<file path="config.mk">
export PLATFORM = sky130hd
export DESIGN_NAME = msrv32_store_unit
export DESIGN_NICKNAME = d
export VERILOG_FILES = /design/src/rtl/msrv32_store_unit.sv
export SDC_FILE = /design/constraint.sdc
export NUM_CORES = 1
export LEC_CHECK = 0
export CORE_AREA = 10 10 114 106
export DETAILED_ROUTE_END_ITERATION = 8
export DIE_AREA = 0 0 124 116
export GPL_TIMING_DRIVEN = 0
export PLACE_DENSITY = 0.76
export SYNTH_ARGS = -nofsm -noshare
export SYNTH_HDL_FRONTEND = slang
export SYNTH_SLANG_ARGS = --single-unit
</file>
<file path="constraint.sdc">
create_clock -name ms_riscv32_mp_clk_in -period 2.3 [get_ports ms_riscv32_mp_clk_in]
set_clock_uncertainty 0.05 [all_clocks]
set_input_delay 0.23 -clock ms_riscv32_mp_clk_in [delete_from_list [all_inputs] [get_ports ms_riscv32_mp_clk_in]]
set_output_delay 0.23 -clock ms_riscv32_mp_clk_in [all_outputs]
set_load 0.01 [all_outputs]
</file>
<file path="src/rtl/msrv32_store_unit.sv">
// Store unit for the MSRV32 core: converts an execute-stage store into a
// single AHB-style write (address phase then data phase), with byte-lane
// steering, misalignment rejection, bus-error reporting and a wait timeout.
module msrv32_store_unit #(
    parameter int unsigned TIMEOUT_CYCLES = 16
) (
    input  logic        ms_riscv32_mp_clk_in,
    input  logic        ms_riscv32_mp_rst_in,
    input  logic        store_req_in,
    input  logic [1:0]  load_size_in,
    input  logic [31:0] iadder_in,
    input  logic [31:0] rs2_in,
    input  logic        ahb_ready_in,
    input  logic        ahb_resp_in,
    output logic [31:0] ms_riscv32_mp_dmaddr_out,
    output logic [31:0] ms_riscv32_mp_dmdata_out,
    output logic [3:0]  ms_riscv32_mp_dmwr_mask_out,
    output logic        ms_riscv32_mp_dmwr_req_out,
    output logic [1:0]  ahb_htrans_out,
    output logic        store_busy_out,
    output logic        store_done_out,
    output logic        store_err_out,
    output logic        misaligned_out
);

    typedef enum logic [1:0] {
        IDLE = 2'b00,
        ADDR = 2'b01,
        DATA = 2'b10
    } state_t;

    localparam logic [1:0] HTRANS_IDLE    = 2'b00;
    localparam logic [1:0] HTRANS_NONSEQ  = 2'b10;
    localparam logic [7:0] TIMEOUT_LIMIT  = 8'(TIMEOUT_CYCLES);

    state_t      state_q, state_d;
    logic [7:0]  wait_cnt_q, wait_cnt_d;
    logic [31:0] addr_q, addr_d;
    logic [31:0] data_q, data_d;
    logic [3:0]  mask_q, mask_d;
    logic [1:0]  htrans_q, htrans_d;
    logic        wr_req_q, wr_req_d;
    logic        busy_q, busy_d;
    logic        done_q, done_d;
    logic        err_q, err_d;
    logic        misaligned_q, misaligned_d;

    logic        req_misaligned;
    logic [31:0] lane_data;
    logic [3:0]  lane_mask;
    logic [7:0]  wait_inc;
    logic        wait_expired;

    // Decode the incoming request: alignment check plus lane-replicated data and strobes.
    always_comb begin
        req_misaligned = 1'b0;
        lane_data      = rs2_in;
        lane_mask      = 4'b1111;
        unique case (load_size_in)
            2'b00: begin
                lane_data = {4{rs2_in[7:0]}};
                lane_mask = 4'b0001 << iadder_in[1:0];
            end
            2'b01: begin
                req_misaligned = iadder_in[0];
                lane_data      = {2{rs2_in[15:0]}};
                lane_mask      = iadder_in[1] ? 4'b1100 : 4'b0011;
            end
            default: begin
                req_misaligned = |iadder_in[1:0];
            end
        endcase
    end

    assign wait_inc     = wait_cnt_q + 8'd1;
    assign wait_expired = (wait_inc == TIMEOUT_LIMIT);

    // Next-state, capture and pulse logic; bus outputs are derived from the next state so they leave a flop.
    always_comb begin
        // NOTE: every signal gets a default before the case so no path leaves one unassigned and infers a latch.
        state_d      = state_q;
        wait_cnt_d   = wait_cnt_q;
        addr_d       = addr_q;
        data_d       = data_q;
        mask_d       = mask_q;
        done_d       = 1'b0;
        err_d        = 1'b0;
        misaligned_d = 1'b0;

        unique case (state_q)
            IDLE: begin
                if (store_req_in) begin
                    if (req_misaligned) begin
                        misaligned_d = 1'b1;
                    end else begin
                        state_d    = ADDR;
                        wait_cnt_d = 8'd0;
                        addr_d     = {iadder_in[31:2], 2'b00};
                        data_d     = lane_data;
                        mask_d     = lane_mask;
                    end
                end
            end
            ADDR: begin
                if (ahb_ready_in) begin
                    state_d    = DATA;
                    wait_cnt_d = 8'd0;
                end else if (wait_expired) begin
                    state_d    = IDLE;
                    wait_cnt_d = 8'd0;
                    err_d      = 1'b1;
                end else begin
                    wait_cnt_d = wait_inc;
                end
            end
            DATA: begin
                if (ahb_ready_in) begin
                    state_d    = IDLE;
                    wait_cnt_d = 8'd0;
                    err_d      = ahb_resp_in;
                    done_d     = ~ahb_resp_in;
                end else if (wait_expired) begin
                    state_d    = IDLE;
                    wait_cnt_d = 8'd0;
                    err_d      = 1'b1;
                end else begin
                    wait_cnt_d = wait_inc;
                end
            end
            default: begin
                state_d    = IDLE;
                wait_cnt_d = 8'd0;
            end
        endcase

        htrans_d = (state_d == ADDR) ? HTRANS_NONSEQ : HTRANS_IDLE;
        wr_req_d = (state_d == ADDR);
        busy_d   = (state_d != IDLE);
    end

    // State and output registers; reset clears everything without waiting for a clock.
    always_ff @(posedge ms_riscv32_mp_clk_in or posedge ms_riscv32_mp_rst_in) begin
        if (ms_riscv32_mp_rst_in) begin
            state_q      <= IDLE;
            wait_cnt_q   <= 8'd0;
            addr_q       <= 32'd0;
            data_q       <= 32'd0;
            mask_q       <= 4'd0;
            htrans_q     <= HTRANS_IDLE;
            wr_req_q     <= 1'b0;
            busy_q       <= 1'b0;
            done_q       <= 1'b0;
            err_q        <= 1'b0;
            misaligned_q <= 1'b0;
        end else begin
            // NOTE: non-blocking assignments so every flop samples the pre-edge values of the others.
            state_q      <= state_d;
            wait_cnt_q   <= wait_cnt_d;
            addr_q       <= addr_d;
            data_q       <= data_d;
            mask_q       <= mask_d;
            htrans_q     <= htrans_d;
            wr_req_q     <= wr_req_d;
            busy_q       <= busy_d;
            done_q       <= done_d;
            err_q        <= err_d;
            misaligned_q <= misaligned_d;
        end
    end

    assign ms_riscv32_mp_dmaddr_out    = addr_q;
    assign ms_riscv32_mp_dmdata_out    = data_q;
    assign ms_riscv32_mp_dmwr_mask_out = mask_q;
    assign ms_riscv32_mp_dmwr_req_out  = wr_req_q;
    assign ahb_htrans_out              = htrans_q;
    assign store_busy_out              = busy_q;
    assign store_done_out              = done_q;
    assign store_err_out               = err_q;
    assign misaligned_out              = misaligned_q;

endmodule

</file>
==> summary.txt <==
Outcome
  • Status: finished, final reports clean

Detailed routing
  • DRT Pass-1 Iters: 4
  • Routed vias: 3,028
  • Total wire length: 11,310 um
  • DRT iter0 DRCs: 127
  • Post-route ant nets: 0
  • # DRC: 0
  • Via/cell ratio: 4.908
  • Routed wire length per instance: 18.33 um

Logic synthesis
  • YS warnings: 0
  • Synth Area per Inst: 11.56 um^2
  • Asr flop ratio synth: 100.0%
  • Synth Cell Area: 3816 um^2
  • Synth cell types: 42
  • Post-synthesis sequential area ratio: 53.11%
  • Syn Inst Count: 330
  • Post-synthesis register bit count: 81
  • Synth Flop Type: dfrtp_1
  • Post-synth EDFFs: 0

Final layout
  • Cell area after layout: 5655 um^2
  • Finished Core Util: 59.09%
  • Area Growth Syn to Fin: 48.20%
  • Fillers: 810
  • Antenna cells: 0
  • Reg area: 2027 um^2
  • Layout cells sized above 1: 16.70%
  • Area of the multi-input gates: 1630 um^2
  • Final nets: 563

Clock tree
  • CTS sink cnt: 81
  • TritonCTS clock tree: done
  • CTS Hold Buffers Added: 0
  • Post-CTS setup buffer count: 0
  • Clk root buf: clkbuf_8
  • Skew-Pair Late Insertion Delay: 340 ps
  • CTS Buf Count: 9
  • Htree depth: 3
  • Clock-pin slew on the worst setup and hold paths: 80 ps
  • Clk buf depth: 2
  • Post-CTS sizing: 0

Setup path
  • R2R Path Start: state_q[0]
  • RR Endpoint: ms_riscv32_mp_dmaddr_out[15]
  • FF-to-FF path depth: 7
  • Delay-heaviest family, CP: buffers and inverters
  • Worst path required time: 2480 ps
  • Crit path buf inv count: 3
  • R2r setup slk: 330 ps
  • Crit start category: flip-flop
  • CP endpoint kind: flip-flop
  • Worst-path cell chain: inv_1 > ha_1 > nand2_2 > o21bai_4 > buf_6 > buf_8 > mux2_4
  • Crit-path slowest cell: dfrtp_1
  • CP max stage delay: 420 ps
  • Crit-path max FO: 10
  • Crit Path Class: reg -> reg
  • Worst EP arrival: 2140 ps

Floorplan
  • CORE AREA: 9572 um^2
  • Die Ht: 116 um
  • I/O pin cnt: 146
  • Cell row count: 34
  • Die X: 124 um
  • Starting Density: 39.87%
  • Die area: 14,380 um^2

STA
  • Fin. Hold Viols: 0
  • Tcrit/Tclk final: 85.45%
  • Setup violators final: 0
  • Setup TNS: 0 ps
  • Minimum clock period: 1965 ps
  • Slew at the pin closest to its max-slew limit: 562.5 ps
  • Max_slew headroom: 62.46%
  • Fmax: 508.8 MHz
  • Unrepaired setup endpoints after global routing: false
  • Hold slack: 213.3 ps
  • Max Transition Viols Final: 0

Run
  • Max_cap viols: 0

Pwr
  • Worst VDD drop: 0.5977 mV
  • PwrDens: 1173 nW/um^2
  • Leak: 0.002520 uW

Global route
  • Antenna violations before repair: 0
  • Largest net degree at the start of global routing: 37
  • Total track usage: 15.64%
  • Vias in the first global route: 3,314
  • Global-route wire length before repair: 17,600 um
  • GRT overflow: 0

Placed design
  • Placed cell area: 5446 um^2
  • Input/output buffers: 142
  • DP HPWL: 8805 um
  • Routability cong.: 0.7868

Worst hold path
  • Worst hold-check path type: in -> async
## worst register-to-register path: cells and delay by family, from the launching register on
family                   cells  cell delay [ps]
adder cells (fa/ha/maj)      1              320
AND/OR/NAND/NOR              1              110
multiplexers                 1              310
flip-flops                   1              420
AO/OA/AOI/OAI                1              200
buffers and inverters        3              460
## cell families (layout without fill, tap and decap cells)
family                     after synthesis  in the layout  synth area share, %
buffers and inverters                   26            185                4.360
adders and majority gates                5              5                1.639
DFF                                     81             81                53.11
and+or+nand+nor                         87             87                10.10
other                                    1              3              0.09827
AOI/OAI and AO/OA                       67             67                10.46
muxes                                   63             63                20.23
## stage by stage
step	instances	total power, uW	setup slack [ps]
finish	617	6631	334.8
global route	617	7063	233.3
CTS	617	6737	333.3
detailed placement	602	5574	250.1
global placement	600	5474	143.1
floorplan	332	3817	561.8
## worst max-delay path by stage
stage | endpoint | start | cells past startpoint
2_1_floorplan | ms_riscv32_mp_dmaddr_out[10] | state_q[1] | 7
3_3_place_gp | ms_riscv32_mp_dmwr_mask_out[2] | ms_riscv32_mp_rst_in | 2
3_5_place_dp | ms_riscv32_mp_dmaddr_out[15] | iadder_in[0] | 6
4_1_cts | ms_riscv32_mp_dmaddr_out[15] | state_q[0] | 7
5_1_grt | ms_riscv32_mp_dmaddr_out[4] | state_q[0] | 7
6_report | ms_riscv32_mp_dmaddr_out[15] | state_q[0] | 7
## registers in the layout, indices dropped and copies added (netlist names)
signal,count
ms_riscv32_mp_dmdata_out,32
ms_riscv32_mp_dmaddr_out,30
wait_cnt_q,8
ms_riscv32_mp_dmwr_mask_out,4
state_q,2
ahb_htrans_out,1
misaligned_out,1
store_busy_out,1
store_done_out,1
store_err_out,1
## layout make-up
type	count	area share, %
multi-input combinational	225	28.83
sequential	81	35.84
inverter	6	0.4646
clock buffer	10	2.257
clock inverter	5	1.438
timing repair buffer	144	25.84
buffer	20	2.544
tap	126	2.788
## power by group
part / switching, uW / leakage, uW / internal (uW) / total [uW]
registers: 354 / 0.00100 / 2040 / 2400
clock network: 505 / 0.000102 / 606 / 1110
logic: 1290 / 0.00142 / 1830 / 3120
total: 2150 / 0.00252 / 4480 / 6630
## placed cells by master (no fill, tap or decap), types with 2 or more instances in the layout
master           Yosys  final
conb_1               1      3
o31ai_1              2      2
bufinv_16            0      2
nor2b_1              2      2
nor3_1               3      3
buf_4                6      6
mux2_2              13     13
buf_6                2      2
clkdlybuf4s50_1      0    142
nand3_1              6      6
a31oi_1              2      2
a21oi_1             11     11
inv_1                5      4
buf_8                2      2
ha_1                 5      5
clkbuf_1             3      4
mux2_4              25     25
mux2i_1             25     25
dfrtp_1             81     81
nor2_2               2      2
a211oi_1             2      2
o21ai_1              2      2
clkbuf_8             0      9
nand2_1             40     40
buf_12               0      2
clkinvlp_4           0      2
buf_2                7      7
nand4_1              2      2
o21ai_0             40     40
nor2_1              24     24
## cells in the mapped netlist (5+ instances only)
master,n,area share (%)
dfrtp_1,81,53
nand2_1,40,3.9
o21ai_0,40,5.2
mux2_4,25,9.8
mux2i_1,25,6.6
nor2_1,24,2.4
mux2_2,13,3.8
a21oi_1,11,1.4
buf_2,7,0.92
buf_4,6,1.2
nand3_1,6,0.79
ha_1,5,1.6
inv_1,5,0.49
## per-layer routing
layer / global-route usage, % / up-vias / routed length (um)
met5: 0 / - / 0
met4: 3.528 / 0 / 95
met3: 9.582 / 8 / 1530
met2: 25.66 / 126 / 5409
met1: 16.94 / 1449 / 4274
li1: - / 1445 / -
Note: power is estimated with default switching activity, not from simulation.
